===== src/rtl/alu_op_sequencer.sv =====
// Multi-cycle command sequencer for the 4-bit ALU datapath.
// Single-cycle ops resolve on acceptance; MUL/DIV iterate four times in EXEC.
module alu_op_sequencer (
    input  logic       clk,
    input  logic       rst_n,
    input  logic       req_valid,
    output logic       req_ready,
    input  logic [3:0] req_op,
    input  logic [3:0] req_a,
    input  logic [3:0] req_b,
    output logic       rsp_valid,
    input  logic       rsp_ready,
    output logic [7:0] rsp_result,
    output logic       rsp_err,
    output logic       busy
);

    typedef enum logic [1:0] {IDLE, EXEC, DONE} state_t;

    typedef enum logic [3:0] {
        OP_ADD  = 4'd0,
        OP_SUB  = 4'd1,
        OP_MUL  = 4'd2,
        OP_DIV  = 4'd3,
        OP_AND  = 4'd4,
        OP_OR   = 4'd5,
        OP_XOR  = 4'd6,
        OP_NOTA = 4'd7,
        OP_NOTB = 4'd8
    } op_t;

    state_t     state, state_n;
    logic [3:0] op_q, a_q, b_q;
    logic [7:0] acc, acc_n;
    logic [1:0] cnt, cnt_n;
    logic [7:0] res_n;
    logic       err_n;
    logic       accept;
    logic [4:0] trial, diff;

    assign accept = req_valid && req_ready;

    always_comb begin
        state_n = state;
        acc_n   = acc;
        cnt_n   = cnt;
        res_n   = rsp_result;
        err_n   = rsp_err;
        trial   = '0;
        diff    = '0;
        case (state)
            IDLE: begin
                if (accept) begin
                    state_n = DONE;
                    err_n   = 1'b0;
                    case (req_op)
                        OP_ADD:  res_n = {4'h0, req_a} + {4'h0, req_b};
                        OP_SUB:  res_n = {4'h0, req_a} - {4'h0, req_b};
                        OP_MUL: begin
                            acc_n   = '0;
                            cnt_n   = '0;
                            state_n = EXEC;
                        end
                        OP_DIV: begin
                            if (req_b == 4'h0) begin
                                res_n = {req_a, 4'hF};
                                err_n = 1'b1;
                            end else begin
                                acc_n   = '0;
                                cnt_n   = '0;
                                state_n = EXEC;
                            end
                        end
                        OP_AND:  res_n = {4'h0, req_a & req_b};
                        OP_OR:   res_n = {4'h0, req_a | req_b};
                        OP_XOR:  res_n = {4'h0, req_a ^ req_b};
                        OP_NOTA: res_n = {4'h0, ~req_a};
                        OP_NOTB: res_n = {4'h0, ~req_b};
                        default: begin
                            res_n = '0;
                            err_n = 1'b1;
                        end
                    endcase
                end
            end
            EXEC: begin
                if (op_q == OP_MUL) begin
                    if (b_q[cnt])
                        acc_n = acc + ({4'h0, a_q} << cnt);
                end else begin
                    // acc holds {remainder, quotient}; quotient bits shift in from the LSB
                    trial = {acc[7:4], a_q[2'd3 - cnt]};
                    if (trial >= {1'b0, b_q}) begin
                        diff  = trial - {1'b0, b_q};
                        acc_n = {diff[3:0], acc[2:0], 1'b1};
                    end else begin
                        acc_n = {trial[3:0], acc[2:0], 1'b0};
                    end
                end
                cnt_n = cnt + 2'd1;
                if (cnt == 2'd3) begin
                    res_n   = acc_n;
                    state_n = DONE;
                end
            end
            DONE: begin
                if (rsp_ready)
                    state_n = IDLE;
            end
            default: state_n = IDLE;
        endcase
    end

    always_ff @(posedge clk or negedge rst_n) begin
        if (!rst_n) begin
            state      <= IDLE;
            acc        <= '0;
            cnt        <= '0;
            op_q       <= '0;
            a_q        <= '0;
            b_q        <= '0;
            rsp_result <= '0;
            rsp_err    <= 1'b0;
            rsp_valid  <= 1'b0;
            req_ready  <= 1'b1;
            busy       <= 1'b0;
        end else begin
            state      <= state_n;
            acc        <= acc_n;
            cnt        <= cnt_n;
            rsp_result <= res_n;
            rsp_err    <= err_n;
            rsp_valid  <= (state_n == DONE);
            req_ready  <= (state_n == IDLE);
            busy       <= (state_n != IDLE);
            if (accept) begin
                op_q <= req_op;
                a_q  <= req_a;
                b_q  <= req_b;
            end
        end
    end

endmodule


===== config.mk =====
export PLATFORM = sky130hd
export DESIGN_NAME = alu_op_sequencer
export DESIGN_NICKNAME = d
export VERILOG_FILES = /design/src/rtl/alu_op_sequencer.sv
export SDC_FILE = /design/constraint.sdc
export NUM_CORES = 1
export LEC_CHECK = 0
export CAP_MARGIN = 20
export CORE_UTILIZATION = 25
export DETAILED_ROUTE_END_ITERATION = 10
export GPL_TIMING_DRIVEN = 0
export PLACE_DENSITY_LB_ADDON = 0.2
export REMOVE_ABC_BUFFERS = 1
export SYNTH_ARGS = -nofsm -noshare
export SYNTH_HDL_FRONTEND = slang
export SYNTH_SLANG_ARGS = --single-unit

===== constraint.sdc =====
create_clock -name clk -period 6.41 [get_ports clk]
set_input_delay 0.9615 -clock clk [delete_from_list [all_inputs] [get_ports clk]]
set_output_delay 0.9615 -clock clk [all_outputs]
set_load 0.03 [all_outputs]

==> flow_metrics.tcl, run 1 <==
set metrics [dict create \
    slew_viols_final 0 \
    die_ar_um2 11900 \
    worst-endpoint-arrival_ns 3.75 \
    hold_path.class "reg -> reg" \
    area_of_the_core_region_um2 11000 \
    fp-row-count 38 \
    netlist-cell-type-count 57 \
    critical_path.slowest_cell "clkdlybuf4s50_1" \
    ant_nets 0 \
    drcViolationCount 0 \
    post-route-cell-area_um2 3380 \
    post_synth_instance_area_um2 2860 \
    final.setup_skew_ns 0.00374 \
    slew_hr 0.454 \
    nNetsFinal 398 \
    totalNegativeSetupSlack_ns 0 \
    rsz0062_at_grt "false" \
    tritoncts_clock_tree "done" \
    insertion_delay_ns 0.28 \
    cts_max_level 2 \
    die_y_um 109 \
    postSynth.topFlopCell "dfrtp_1" \
    synth_largest_area_cell "dfrtp_1" \
    clk_transition_reported_paths_ns 0.06 \
    layout_common_cells "nand2_1, dfrtp_1, o21ai_0" \
    slew_at_the_pin_closest_to_its_max_slew_limit_ns 0.817 \
    synth_cells 336 \
    cp_slowest_stage_delay_ns 0.94 \
    critPathCapture "rsp_result[4]" \
    r2r_setup_slack_ns 3.44 \
    grtUsageTotal 0.135 \
    gpl.final_weighted_congestion 0.788 \
    worstPathMaxFanout 22 \
    synth-edff-count 0 \
    critical-path-top-delay-family "compound AO/OA/AOI/OAI gates" \
    ys_seq_area_frac 0.316 \
    yosys.area.top_type_share 0.306 \
    main_area_contributors_after_synthesis "dfrtp_1, ha_1, nand2_1" \
    cts_root_buf "clkbuf_16" \
    maxClockFrequency_ghz 0.279 \
    initial_utilization 0.260 \
    post_drt_wl_per_cell_um 15.0 \
    wirelength_mm 7.40 \
    num_antenna_cells 0 \
    timing.critical_path.from_type "input port" \
    worst-path-buf-inv 1 \
    report.final.hold_viol_count 0 \
    routed_via_density 4.88 \
    crit_required_ns 6.58 \
    dieWidth_um 109 \
    yosysWarningCount 0 \
    cts_sinks 36 \
    crit_type "in -> reg" \
    reg2reg_depth 10 \
    worst_r2r_endpoint "rsp_result[7]" \
    leakage_dissipation_nw 1.49 \
    timing.final.crit_period_ns 3.59 \
    placement.io_buffers 27 \
    layout_commonest_cell "nand2_1" \
    initial_antenna_violation_count 0 \
    via_count 2409 \
    cts-resized-gates 0 \
    hold_path_cells 2 \
    report.final.setup_viol 0 \
    placed_cell_area_um2 3230 \
    clk_path_buf_depth 2 \
    hold_buffer_count_at_cts 0 \
    detailed_place_hpwl_mm 5.80 \
    grt_remaining_overflow 0 \
    grt_pass1_vias 2405 \
    detail_route.iter0.violations 119 \
    postCtsSetupBuffers 0 \
    power.density_nw_per_um2 450 \
    cap_viol_max_count 0 \
    worst-path-stages 7 \
    result_of_the_run "complete, no violations" \
    grt_max_degree 37 \
    post-route-period-util 0.559 \
    synth_seq_cells 36 \
    postSynthAreaPerCell_um2 8.51 \
    async_flop_share 1.00 \
    cp-startpoint "req_op[0]" \
    flow.area_growth_from_synthesis_pct 18.2 \
    design.portCount 28 \
    vdd.ir_drop.worst_mv 0.130 \
    worstPathCellList "clkdlybuf4s50_1, or3b_1, o311a_1, o31ai_2, and2b_1, o21ai_0, o22a_1" \
    worstSetupEndpointType "register" \
    drtPass1Iterations 4 \
    layout-drive-gt1-share 0.0734 \
    finalHoldWorstSlack_ns 0.479 \
    r2r_start "cnt[0]" \
    post-layout-total-power_mw 1.52 \
    grt_first_pass_wirelength_mm 12.4 \
    cts_buffers 5 \
]
-- worst min path at each step --
stage / from / end / slack [ns]
5_1_grt: rsp_result[0] / rsp_result[0] / 0.53
6_report: rsp_result[1] / rsp_result[1] / 0.48
3_3_place_gp: rsp_result[2] / rsp_result[2] / 0.47
2_1_floorplan: a_q[2] / a_q[2] / 0.47
4_1_cts: rsp_result[1] / rsp_result[1] / 0.48
3_5_place_dp: rsp_result[1] / rsp_result[1] / 0.47
-- power breakdown --
part | switching [mW] | internal [mW] | leakage [nW]
combinational | 0.463 | 0.366 | 0.966
clock | 0.0980 | 0.155 | 0.0772
sequential | 0.106 | 0.333 | 0.447
total | 0.668 | 0.854 | 1.49
-- cells in the mapped netlist (all sizes together) (2+ instances only) --
master,number
xor2,3
nand2b,3
o21a,2
nor4,3
nand2,45
a211oi,4
ha,25
dfrtp,35
inv,19
and3,2
clkbuf,15
a21o,8
nand4b,2
xnor2,4
a31oi,8
o21ai,33
mux2,8
or2,4
o31ai,2
o211ai,3
nand4,4
o22a,3
buf,2
fa,4
nor2b,4
a21oi,22
mux2i,8
nor3,3
a311oi,2
nor2,26
nor4b,4
nand3,5
-- logic make-up (layout without fill, tap and decap cells) --
| family | after synthesis | in the layout | synth area share |
|---|---|---|---|
| AND/OR/NAND/NOR | 111 | 111 | 0.188 |
| buffers and inverters | 36 | 54 | 0.0503 |
| AO/OA/AOI/OAI | 100 | 100 | 0.220 |
| XOR/XNOR | 7 | 7 | 0.0215 |
| adder cells (fa/ha/maj) | 29 | 29 | 0.137 |
| flip-flops | 36 | 36 | 0.316 |
| multiplexers | 17 | 17 | 0.0674 |
-- layout make-up --
| class | instances | area [µm²] |
|---|---|---|
| clock buffer | 6 | 139 |
| clock inverter | 2 | 13.8 |
| fill | 1163 | 7600 |
| inverter | 19 | 71.3 |
| multi-input combinational | 264 | 1810 |
| sequential | 36 | 902 |
| tap | 140 | 175 |
| timing repair buffer | 27 | 265 |
-- flip-flops by register name, summed over array words and instances (netlist names) --
register / cells
op_q: 4
a_q: 4
state: 2
acc: 8
cnt: 2
rsp_err: 1
rsp_valid: 1
rsp_result: 8
req_ready: 1
b_q: 4
busy: 1
-- per-layer routing --
layer / global-route usage / up-vias / part of all wire
met5: 0 / - / 0
met4: 0.0328 / 0 / 0.0092
met3: 0.0155 / 4 / 0.020
met2: 0.223 / 34 / 0.47
met1: 0.186 / 1130 / 0.50
li1: - / 1241 / -
-- through the flow --
step                      std cells  utilization  setup WS [ns]
final                           494        0.308           2.82
after global routing            494        0.308           2.66
after CTS                       494        0.308           2.82
after detailed placement        486        0.294           2.53
after global placement          486        0.294           2.50
after floorplan                 319            -           3.80
-- worst min-delay path, cell delays in order (launching register included) --
cell and delay, ns:
dfrtp_1 0.34, nand2_1 0.04, o21ai_0 0.06
Power figures use the tool's default switching activity.
==> run 2: changes to the inputs <==
Clock period 6.41 ns to 2.9 ns, I/O delays scaled along.
==> flow_metrics.tcl, run 2 (synthesis gave the netlist of run 1 again) <==
set metrics [dict create \
    dieWidth_um 109 \
    r2r_setup_slack_ns 0.17 \
    detail_route.iter0.violations 124 \
    initial_antenna_violation_count 0 \
    tritoncts_clock_tree "done" \
    power.density_nw_per_um2 990 \
    initial_utilization 0.260 \
    flow.area_growth_from_synthesis_pct 18.4 \
    worst_r2r_endpoint "rsp_result[6]" \
    dpl_worst_slack_ns -0.457 \
    cts_root_buf "clkbuf_16" \
    die_ar_um2 11900 \
    groute.layer.met2.usage 0.223 \
    grtUsageTotal 0.135 \
    worstPathMaxFanout 10 \
    cts_sinks 36 \
    drtPass1Iterations 4 \
    worstPathCellList "mux2_2, o21ai_1, ha_1, nor2b_1, o31a_1, or2_0, a311oi_1, o21ai_0, a21oi_1" \
    report.final.setup_viol 0 \
    hold_path.class "in -> async" \
    design.portCount 28 \
    report.final.hold_viol_count 0 \
    slew_viols_final 0 \
    cts_max_level 2 \
    slew_hr 0.451 \
    top_usage_layer "met2" \
    drcViolationCount 0 \
    maxClockFrequency_ghz 0.367 \
    hold_buffer_count_at_cts 0 \
    rsz0062_at_grt "false" \
    cap_viol_max_count 0 \
    worst-endpoint-arrival_ns 2.93 \
    grt_max_degree 37 \
    post-layout-total-power_mw 3.35 \
    worstSetupEndpointType "register" \
    leakage_dissipation_nw 1.50 \
    ant_nets 0 \
    reg2reg_depth 9 \
    critical_path.slowest_cell "dfrtp_2" \
    r2r_start "cnt[0]" \
    gpl.final_weighted_congestion 0.788 \
    post-route-util 0.308 \
    layout-drive-gt1-share 0.0847 \
    cts_buffers 5 \
    reg.largest.list "acc: 8 flops, rsp_result: 8 flops" \
    layout_common_cells "nand2_1, dfrtp_1, o21ai_0" \
    result_of_the_run "complete, no violations" \
    cp_slowest_stage_delay_ns 0.48 \
    wirelength_mm 7.41 \
    layout_commonest_cell "nand2_1" \
    met1_usage_grt 0.186 \
    insertion_delay_ns 0.28 \
    vdd.ir_drop.worst_mv 0.288 \
    timing.critical_path.from_type "register" \
    groute.layer.met3.usage 0.0155 \
    crit_required_ns 3.11 \
    grt_pass1_vias 2403 \
    routed_via_density 4.87 \
    via_count 2404 \
    detailed_place_hpwl_mm 5.80 \
    n_fill_cell 1162 \
    crit_type "reg -> reg" \
    slew_at_the_pin_closest_to_its_max_slew_limit_ns 0.824 \
    grt_remaining_overflow 0 \
    num_antenna_cells 0 \
    post_drt_wl_per_cell_um 15.0 \
    clk_path_buf_depth 2 \
    area_of_the_core_region_um2 11000 \
    timing.final.crit_period_ns 2.73 \
    clk_transition_reported_paths_ns 0.06 \
    fp-row-count 38 \
    grt_first_pass_wirelength_mm 12.4 \
    final_critical_path_setup_slack_ns 0.174 \
    final.setup_skew_ns 0.00422 \
    nNetsFinal 398 \
    placement.io_buffers 27 \
    post-route-period-util 0.940 \
    die_y_um 109 \
]
==> run 2: cell count changes in the layout (fill, tap and decap cells not counted), sizes merged <==
cell	before	now
dlymetal6s2s	0	1
clkbuf	6	7
clkdlybuf4s50	26	24
==> run 2: how the worst max path moves through the flow <==
stage | to | start | slack, ns | depth (start not counted)
after floorplan | rsp_result[4] | cnt[0] | 0.40 | 9
after global placement | rsp_result[4] | req_op[0] | -0.48 | 7
after detailed placement | rsp_result[4] | req_op[0] | -0.46 | 7
after CTS | rsp_result[3] | req_op[2] | 0.08 | 7
after global routing | rsp_result[6] | cnt[0] | 0.02 | 9
final | rsp_result[6] | cnt[0] | 0.17 | 9
==> run 2: final cells by class <==
type                            instances  area (µm²)  area share
Clock buffer                            6         139      0.0410
Inverter                               19        71.3      0.0211
Clock inverter                          2        13.8     0.00407
Multi-Input combinational cell        264        1820       0.538
Timing Repair Buffer                   27         263      0.0776
Sequential cell                        36         903       0.267
Tap cell                              140         175      0.0518
==> run 2: metal layers <==
metal / vias up / routed length, µm
li1: 1242 / -
met1: 1128 / 3720
met2: 30 / 3470
met3: 4 / 157
met4: 0 / 68
met5: - / 0
==> run 2: per-stage QoR <==
| step | hold WS [ns] | cells | cell area [µm²] | setup TNS (ns) |
|---|---|---|---|---|
| final | 0.247 | 494 | 3380 | 0 |
| after global routing | 0.321 | 494 | 3380 | 0 |
| after CTS | 0.297 | 494 | 3380 | 0 |
| after detailed placement | 0.471 | 486 | 3230 | -3.34 |
| after global placement | 0.473 | 486 | 3230 | -3.05 |
| after floorplan | 0.139 | 319 | 2790 | 0 |
==> run 2: critical path, delay by kind of cell, from the launching register on <==
kind / cells / cell delay (ns)
simple gates: 2 / 0.39
compound gates: 5 / 1.20
mux: 1 / 0.37
fa+ha+maj: 1 / 0.22
flops: 1 / 0.48
==> run 2: timing repair <==
action / 4_1_cts / 5_1_grt
gates cloned: 0 / 0
setup buffers: 0 / 0
resized for setup: 3 / 6
endpoints found under the setup margin: 7 / 6
pin swaps: 0 / 0
==> run 2: where the power goes <==
group,switching (mW),total (mW),internal [mW]
logic,1.02,1.82,0.804
registers,0.233,0.967,0.735
clock network,0.218,0.561,0.343
==> run 3: changes to the inputs <==
Settings changed: HOLD_SLACK_MARGIN set to 0.06, SKIP_LAST_GASP set to 1.
==> results of run 3 <==
No change in the layout: final DEF, timing and power equal those of run 2.
